File: src/rtl/cache_mux_types.sv
// Shared types and sizes for the physical-memory arbiter and its line adaptor.
package cache_mux_types;

  localparam int PMEM_LINE_W = 256;
  localparam int PMEM_BEAT_W = 64;
  localparam int PMEM_ADDR_W = 32;
  localparam int BEATS       = PMEM_LINE_W / PMEM_BEAT_W;

  typedef enum logic [2:0] {
    IDLE,
    I_RD,
    D_RD,
    D_WR,
    DONE
  } arb_state_t;

  typedef enum logic {
    GRANT_I,
    GRANT_D
  } arb_grant_t;

endpackage

File: src/rtl/p_cacheline_adaptor.sv
// Beat counter, read-line assembly and write-beat select for one line burst.
module p_cacheline_adaptor
  import cache_mux_types::*;
#(
  parameter int LINE_W = PMEM_LINE_W,
  parameter int BEAT_W = PMEM_BEAT_W
) (
  input  logic              clk,
  input  logic              rst,
  input  logic              active,
  input  logic              mem_resp,
  input  logic [BEAT_W-1:0] mem_burst_i,
  input  logic [LINE_W-1:0] wline,
  output logic [LINE_W-1:0] line_nxt,
  output logic [BEAT_W-1:0] beat_o,
  output logic              last_beat
);

  localparam int NB = LINE_W / BEAT_W;
  localparam int KW = (NB > 1) ? $clog2(NB) : 1;

  logic [KW-1:0]     k_q, k_d;
  logic [LINE_W-1:0] line_q, line_d;
  logic              step;

  assign step = active & mem_resp;

  always_comb begin
    k_d    = k_q;
    line_d = line_q;
    if (step) begin
      k_d = k_q + 1'b1;
      line_d[int'(k_q)*BEAT_W +: BEAT_W] = mem_burst_i;
    end
  end

  always_ff @(posedge clk) begin
    if (rst) begin
      k_q    <= '0;
      line_q <= '0;
    end else begin
      k_q    <= k_d;
      line_q <= line_d;
    end
  end

  // line_nxt already holds the beat landing this cycle
  assign line_nxt  = line_d;
  assign beat_o    = wline[int'(k_q)*BEAT_W +: BEAT_W];
  assign last_beat = step && (k_q == KW'(NB - 1));

endmodule

File: src/rtl/p_mem_arbiter.sv
// I/D cache line arbiter onto one bursting main-memory port.
// P_MEM_ARB_ROUND_ROBIN_EN selects round-robin instead of D-first priority.
module p_mem_arbiter
  import cache_mux_types::*;
#(
  parameter int LINE_W = PMEM_LINE_W,
  parameter int BEAT_W = PMEM_BEAT_W,
  parameter int ADDR_W = PMEM_ADDR_W
) (
  input  logic              clk,
  input  logic              rst,
  input  logic              i_pmem_read,
  input  logic [ADDR_W-1:0] i_pmem_address,
  output logic [LINE_W-1:0] i_pmem_rdata,
  output logic              i_pmem_resp,
  input  logic              d_pmem_read,
  input  logic              d_pmem_write,
  input  logic [ADDR_W-1:0] d_pmem_address,
  input  logic [LINE_W-1:0] d_pmem_wdata,
  output logic [LINE_W-1:0] d_pmem_rdata,
  output logic              d_pmem_resp,
  output logic              mem_read,
  output logic              mem_write,
  output logic [ADDR_W-1:0] mem_address,
  output logic [BEAT_W-1:0] mem_burst_o,
  input  logic [BEAT_W-1:0] mem_burst_i,
  input  logic              mem_resp
);

  localparam logic [ADDR_W-1:0] LINE_MASK = ~ADDR_W'(LINE_W / 8 - 1);

  arb_state_t        state_q, state_d;
  arb_grant_t        grant_q, grant_d;
  logic [ADDR_W-1:0] addr_q, addr_d;
  logic [LINE_W-1:0] wdata_q, wdata_d;
  logic [LINE_W-1:0] i_rdata_q, i_rdata_d;
  logic [LINE_W-1:0] d_rdata_q, d_rdata_d;

  logic              d_req;
  logic              pick_d;
  logic              active;
  logic              last_beat;
  logic [LINE_W-1:0] line_nxt;
  logic [BEAT_W-1:0] beat_o;

  assign d_req = d_pmem_read | d_pmem_write;

`ifdef P_MEM_ARB_ROUND_ROBIN_EN
  arb_grant_t last_q, last_d;

  // last_q names the side served most recently
  assign pick_d = d_req && (!i_pmem_read || last_q == GRANT_I);

  always_comb begin
    last_d = last_q;
    if (state_q == IDLE && (d_req || i_pmem_read))
      last_d = pick_d ? GRANT_D : GRANT_I;
  end

  always_ff @(posedge clk) begin
    if (rst) last_q <= GRANT_I;
    else     last_q <= last_d;
  end
`else
  assign pick_d = d_req;
`endif

  always_comb begin
    state_d   = state_q;
    grant_d   = grant_q;
    addr_d    = addr_q;
    wdata_d   = wdata_q;
    i_rdata_d = i_rdata_q;
    d_rdata_d = d_rdata_q;
    unique case (state_q)
      IDLE: begin
        if (d_req || i_pmem_read) begin
          wdata_d = d_pmem_wdata;
          if (pick_d) begin
            grant_d = GRANT_D;
            addr_d  = d_pmem_address & LINE_MASK;
            state_d = d_pmem_write ? D_WR : D_RD;
          end else begin
            grant_d = GRANT_I;
            addr_d  = i_pmem_address & LINE_MASK;
            state_d = I_RD;
          end
        end
      end
      I_RD, D_RD, D_WR: begin
        if (last_beat) begin
          state_d = DONE;
          if (state_q == I_RD) i_rdata_d = line_nxt;
          if (state_q == D_RD) d_rdata_d = line_nxt;
        end
      end
      DONE:    state_d = IDLE;
      default: state_d = IDLE;
    endcase
  end

  always_ff @(posedge clk) begin
    if (rst) begin
      state_q   <= IDLE;
      grant_q   <= GRANT_I;
      addr_q    <= '0;
      wdata_q   <= '0;
      i_rdata_q <= '0;
      d_rdata_q <= '0;
    end else begin
      state_q   <= state_d;
      grant_q   <= grant_d;
      addr_q    <= addr_d;
      wdata_q   <= wdata_d;
      i_rdata_q <= i_rdata_d;
      d_rdata_q <= d_rdata_d;
    end
  end

  assign active = (state_q == I_RD) || (state_q == D_RD) || (state_q == D_WR);

  p_cacheline_adaptor #(
    .LINE_W (LINE_W),
    .BEAT_W (BEAT_W)
  ) u_adaptor (
    .clk         (clk),
    .rst         (rst),
    .active      (active),
    .mem_resp    (mem_resp),
    .mem_burst_i (mem_burst_i),
    .wline       (wdata_q),
    .line_nxt    (line_nxt),
    .beat_o      (beat_o),
    .last_beat   (last_beat)
  );

  assign mem_read     = (state_q == I_RD) || (state_q == D_RD);
  assign mem_write    = (state_q == D_WR);
  assign mem_address  = active ? addr_q : '0;
  assign mem_burst_o  = mem_write ? beat_o : '0;
  assign i_pmem_resp  = (state_q == DONE) && (grant_q == GRANT_I);
  assign d_pmem_resp  = (state_q == DONE) && (grant_q == GRANT_D);
  assign i_pmem_rdata = i_rdata_q;
  assign d_pmem_rdata = d_rdata_q;

endmodule
File: config.mk
export PLATFORM = sky130hd
export DESIGN_NAME = p_mem_arbiter
export DESIGN_NICKNAME = d
export VERILOG_FILES = /design/src/rtl/cache_mux_types.sv /design/src/rtl/p_cacheline_adaptor.sv /design/src/rtl/p_mem_arbiter.sv
export SDC_FILE = /design/constraint.sdc
export NUM_CORES = 2
export LEC_CHECK = 0
export ABC_CLOCK_PERIOD_IN_PS = 4000
export CAP_MARGIN = 20
export CORE_AREA = 5 5 384 386
export CTS_CLUSTER_SIZE = 16
export DETAILED_ROUTE_END_ITERATION = 6
export DIE_AREA = 0 0 389 391
export PLACE_DENSITY = 0.63
export SLEW_MARGIN = 20
export SYNTH_ARGS = -nofsm -noshare
export SYNTH_HDL_FRONTEND = slang
export SYNTH_HIERARCHICAL = 1
export SYNTH_SLANG_ARGS = --single-unit
File: constraint.sdc
create_clock -name clk -period 4 [get_ports clk]
set_input_delay 1 -clock clk [delete_from_list [all_inputs] [get_ports clk]]
set_output_delay 1 -clock clk [all_outputs]
set_load 0.01 [all_outputs]
==> reports/results.env <==
PORT_BUFFERS=986
SYNTH-ADDER-AREA-SHARE_PCT=0.149
LAYOUT_SETUP_WS_NS=0.144
CORE_MM2=0.143
DIE_H_UM=391
HTREE_LEVELS=3
AREA_OVERHEAD_OF_THE_LAYOUT_RELATIVE_TO_SYNTHESIS_PCT=37.6
WORST_HOLD_PATH.ENDPOINT='i_pmem_rdata[220]'
DRT_ITER0_MARKERS=4254
WORST-ENDPOINT-ARRIVAL_NS=2.86
YOSYS_WARNINGS=6
WORST_HOLD_PATH_TYPE='register to register'
SYNTH_TOP_FAMILY_BY_AREA='simple AND/OR/NAND/NOR gates'
R2R_SLACK_NS=0.86
SYNTH_XOR_AREA_SHARE_PCT=0.0419
CRIT-REG2REG-CAPTURE='i_pmem_rdata[252]'
SYNTH.FF_LATCH_COUNT=1057
COMPLEX_GATE_FRACTION_OF_THE_SYNTHESIZED_AREA_PCT=17.0
CELLS_ALONG_THE_CRITICAL_PATH='buf_12, buf_12, mux4_2, and2_1, clkdlybuf4s50_1'
SYNTH_MUX_AREA_SHARE_PCT=3.47
FINAL_CELL_AREA_MM2=0.0576
TRITONCTS_CLOCK_TREE='done'
POWER-PER-CELL-AREA_mW_PER_MM2=445
WORSTREGTOREGCELLS=10
WORST_PIN_SLEW_NS=1.23
COMB_POWER_SHARE_PCT=11.5
DRV_SLEW=0
CRIT_SLOWEST_CELL='clkdlybuf4s50_1'
POSTSYNTHCELLCOUNT=5188
TIMING.FINAL.HOLD_VIOLATIONS=0
RUN_STATUS='complete, no violations'
SYN-MEAN-INSTANCE-AREA_UM2=8.07
POSTSYNTH.ASYNCRESETSHARE_PCT=0
SYNTH-EDFF-COUNT=0
CRITICAL_PATH_CLASS='register to output port'
DESIGN.DIE.AREA_MM2=0.152
ROUTABILITY_CONG=0.927
LAYOUT_WORST_PATH_CYCLE_SHARE_PCT=96.4
CTS-ROOT-BUF='clkbuf_16'
SYNTH.YOSYS.SEQ_AREA_SHARE_PCT=50.6
STATIC-LEAKAGE-POWER_nW=20.5
FILLER_CELL_COUNT=14400
FINALCLOCKSKEW_NS=0.0613
TRACK_USAGE_PCT=24.3
SETUP-VIOLATIONS-FINAL=0
POST_DRT_WL_PER_CELL_UM=24.5
ANTENNA_FOUND_INITIAL=62
HPWLAFTERDP_UM=143000
FLOORPLAN.IO_PINS=1002
WORSTHOLDPATHCELLS=2
NON_FILLER_INSTANCES=8002
UTILIZATION_PCT=40.2
CRITICAL_PATH_BUF_INV_COUNT=3
FMAX_GHz=0.259
SEQUENTIALPOWERSHARE_PCT=43.2
RR_STARTPOINT='state_q[0]'
POWER_SWITCHING_SHARE_PCT=26.6
RSZ0062_AT_GRT='no'
GRT_PASS1_WL_UM=273000
NUMBER_OF_NETS_WITH_ANTENNA_VIOLATIONS_AFTER_DETAILED_ROUTING=0
CTS_INSERTED_BUFFERS=118
NUM-NETS-FINAL=6348
WORST_HOLD_STARTPOINT='i_pmem_rdata[220]'
DRV_CAP=0
CTS_HOLD_BUF=0
NETLIST_AREA_MM2=0.0418
VDD_DROP_MAX_V=0.000392
MIN_PERIOD_NS=3.86
CRITPATHTOPFAMILY='buffers and inverters'
REQUIRED_NS=3.00
DIE_X_UM=389
CRIT_PATH_START_KIND='register'
MAX_STAGE_DELAY_NS=0.53
PLACED_CELLS=7731
TIMING.SLEW.HEADROOM_PCT=18.0
DETAIL_ROUTE.FIRST_PASS.ITERATIONS=7
P_SW_mW=6.82
VIAS_PER_CELL=5.17
SYNTH.LIB_CELLS_USED.DISTINCT=43
TIMING.CRITICAL_PATH.TO_TYPE='output port'
GR-USAGE-MET1_PCT=31.3
PLACEMENT.CELL_AREA_MM2=0.0532
CLOCK-SINKS=1057
INTERNAL_PWR_TOTAL_mW=18.8
CLOCK_INSERTION_DELAY_WORST_SKEW_NS=0.76
FF_LATCH_AREA_MM2=0.0212
FIRST_GLOBAL_VIAS=38000
GR-TOTAL-OVERFLOW=0
YS_DOMINANT_REG_CELL='dfxtp_1'
FIN_TNS_SETUP_NS=0
PLACEMENT_ROWS=139
GRT_START_MAX_NET_PINS=257
DRIVE_GT1_SHARE_PCT=7.88
GRT.MET2_USAGE_PCT=35.9
GRT.MET3_USAGE_PCT=8.34
MULTIINPUTGATEAREA_MM2=0.0182
CLOCKBUFFERDEPTH=3
CRITICAL_PATH.MOST_COMMON_CELL='buf_12'
GRT_BUSIEST_LAYER='met2'
PATH_MAX_FANOUT=19
NUM_VIAS=41400
WORST_SETUP_HOLD_PATH_CLK_SLEW_NS=0.06
DP_SLACK_NS=0.566
P_CLK_SHARE_PCT=45.3
START_UTIL_PCT=29.2
REMAINING_DRC_ERRORS=0
SYNTH_SIMPLE_GATE_AREA_SHARE_PCT=22.4
DRT-TOTAL-WL_UM=196000
==> routing by layer <==
layer | routed length [um] | vias to the layer above | part of all wire (%)
met4 | 10000 | 14 | 5.1
li1 | - | 19100 | -
met3 | 21200 | 386 | 11
met5 | 98 | - | 0.050
met1 | 79500 | 19800 | 40
met2 | 85600 | 2032 | 44
==> power groups by stage <==
stage          logic, mW  clock network (mW)  registers (mW)
2_1_floorplan       1.69                   0            11.2
6_report            2.95                11.6            11.1
5_1_grt             3.15                12.2            11.1
4_1_cts             2.93                11.8            11.1
3_5_place_dp        2.87                   0            11.3
3_3_place_gp        2.85                   0            11.3
==> registers in the layout, indices dropped and copies added, names as in the netlist <==
signal	flops
addr_q	27
d_pmem_rdata	256
grant_q	1
u_adaptor/line_q	256
wdata_q	256
u_adaptor/k_q	2
i_pmem_rdata	256
state_q	3
==> synthesized netlist by cell type (2+ instances only) <==
| library cell | count | area share [%] |
|---|---|---|
| nand2_1 | 1520 | 14 |
| and3b_1 | 2 | 0.042 |
| a32oi_1 | 22 | 0.46 |
| nor3_4 | 2 | 0.078 |
| o21ai_1 | 72 | 0.86 |
| nor4bb_1 | 2 | 0.048 |
| nand4bb_1 | 2 | 0.054 |
| buf_4 | 54 | 0.97 |
| nand4_1 | 5 | 0.075 |
| a21oi_2 | 20 | 0.42 |
| nor2_1 | 30 | 0.27 |
| nand3_1 | 469 | 5.6 |
| o21ai_0 | 214 | 2.6 |
| clkbuf_4 | 2 | 0.036 |
| a21oi_1 | 1010 | 12 |
| nand2b_1 | 2 | 0.030 |
| nor3b_1 | 2 | 0.036 |
| buf_1 | 9 | 0.081 |
| mux4_2 | 64 | 3.4 |
| and3_1 | 4 | 0.060 |
| a311oi_1 | 27 | 0.57 |
| inv_1 | 26 | 0.23 |
| clkbuf_2 | 2 | 0.024 |
| nand3_2 | 20 | 0.48 |
| xnor2_1 | 2 | 0.042 |
| buf_2 | 128 | 1.5 |
| or3_1 | 2 | 0.030 |
| dfxtp_1 | 1057 | 51 |
| clkbuf_1 | 234 | 2.1 |
| buf_6 | 53 | 1.4 |
| ha_1 | 5 | 0.15 |
| and2_1 | 114 | 1.7 |
==> cells by family (layout without fill, tap and decap cells) <==
family	after synthesis	after routing
multiplexers	65	65
AO/OA/AOI/OAI	1367	1367
flip-flops	1057	1057
buffers and inverters	508	1372
other	1	48
XOR/XNOR	2	2
adder cells (fa/ha/maj)	5	5
AND/OR/NAND/NOR	2183	2183
==> cell type report <==
type                       count  area share, %
sequential                  1057           36.8
tap                         1903           4.14
inverter                      26          0.172
antenna                       43          0.187
multi-input combinational   3627           31.5
clock buffer                 169           5.96
clock inverter                54           1.34
timing repair buffer        1123           19.9
==> worst reg2reg max path: stages, from the launching register on <==
cell and delay (ns):
dfxtp_2 0.49, nor2_1 0.17, nor2_4 0.10, buf_4 0.40, nand3_2 0.20, clkinv_2 0.20
nor4bb_4 0.40, buf_12 0.28, buf_4 0.56, nand2_1 0.13, a21oi_1 0.15
==> worst max-delay path by stage <==
stage	from	endpoint	slack [ns]	cells after the start
2_1_floorplan	state_q[1]	i_pmem_rdata[217]	1.33	15
3_3_place_gp	u_adaptor/k_q[0]	mem_burst_o[62]	0.56	4
3_5_place_dp	mem_resp	i_pmem_rdata[236]	0.57	8
4_1_cts	u_adaptor/k_q[0]	mem_burst_o[22]	0.05	5
5_1_grt	u_adaptor/k_q[0]	mem_burst_o[22]	0.02	5
6_report	u_adaptor/k_q[0]	mem_burst_o[22]	0.14	5
==> through the flow <==
step | hold slack [ns] | power (mW)
2_1_floorplan | 0.440 | 12.9
4_1_cts | 0.454 | 25.8
5_1_grt | 0.464 | 26.5
3_5_place_dp | 0.445 | 14.2
3_3_place_gp | 0.442 | 14.1
6_report | 0.452 | 25.6
==> repair_timing <==
item | 4_1_cts | 5_1_grt
endpoints found under the setup margin | 73 | 0
gates resized for setup | 2 | 0
buffers inserted | 5 | 0
hold endpoints to repair | 0 | 0
==> cells in the final DEF, fill, tap and decap left out, types with 27 or more instances in the layout <==
| master | n |
|---|---|
| nand2_1 | 1520 |
| dfxtp_1 | 1053 |
| a21oi_1 | 1010 |
| clkdlybuf4s50_1 | 981 |
| nand3_1 | 465 |
| o21ai_0 | 214 |
| clkbuf_16 | 118 |
| and2_1 | 114 |
| buf_4 | 96 |
| o21ai_1 | 72 |
| mux4_2 | 64 |
| buf_12 | 45 |
| diode_2 | 43 |
| clkbuf_8 | 29 |
| nor2_1 | 28 |
| a311oi_1 | 27 |
Power figures use the tool's default switching activity.
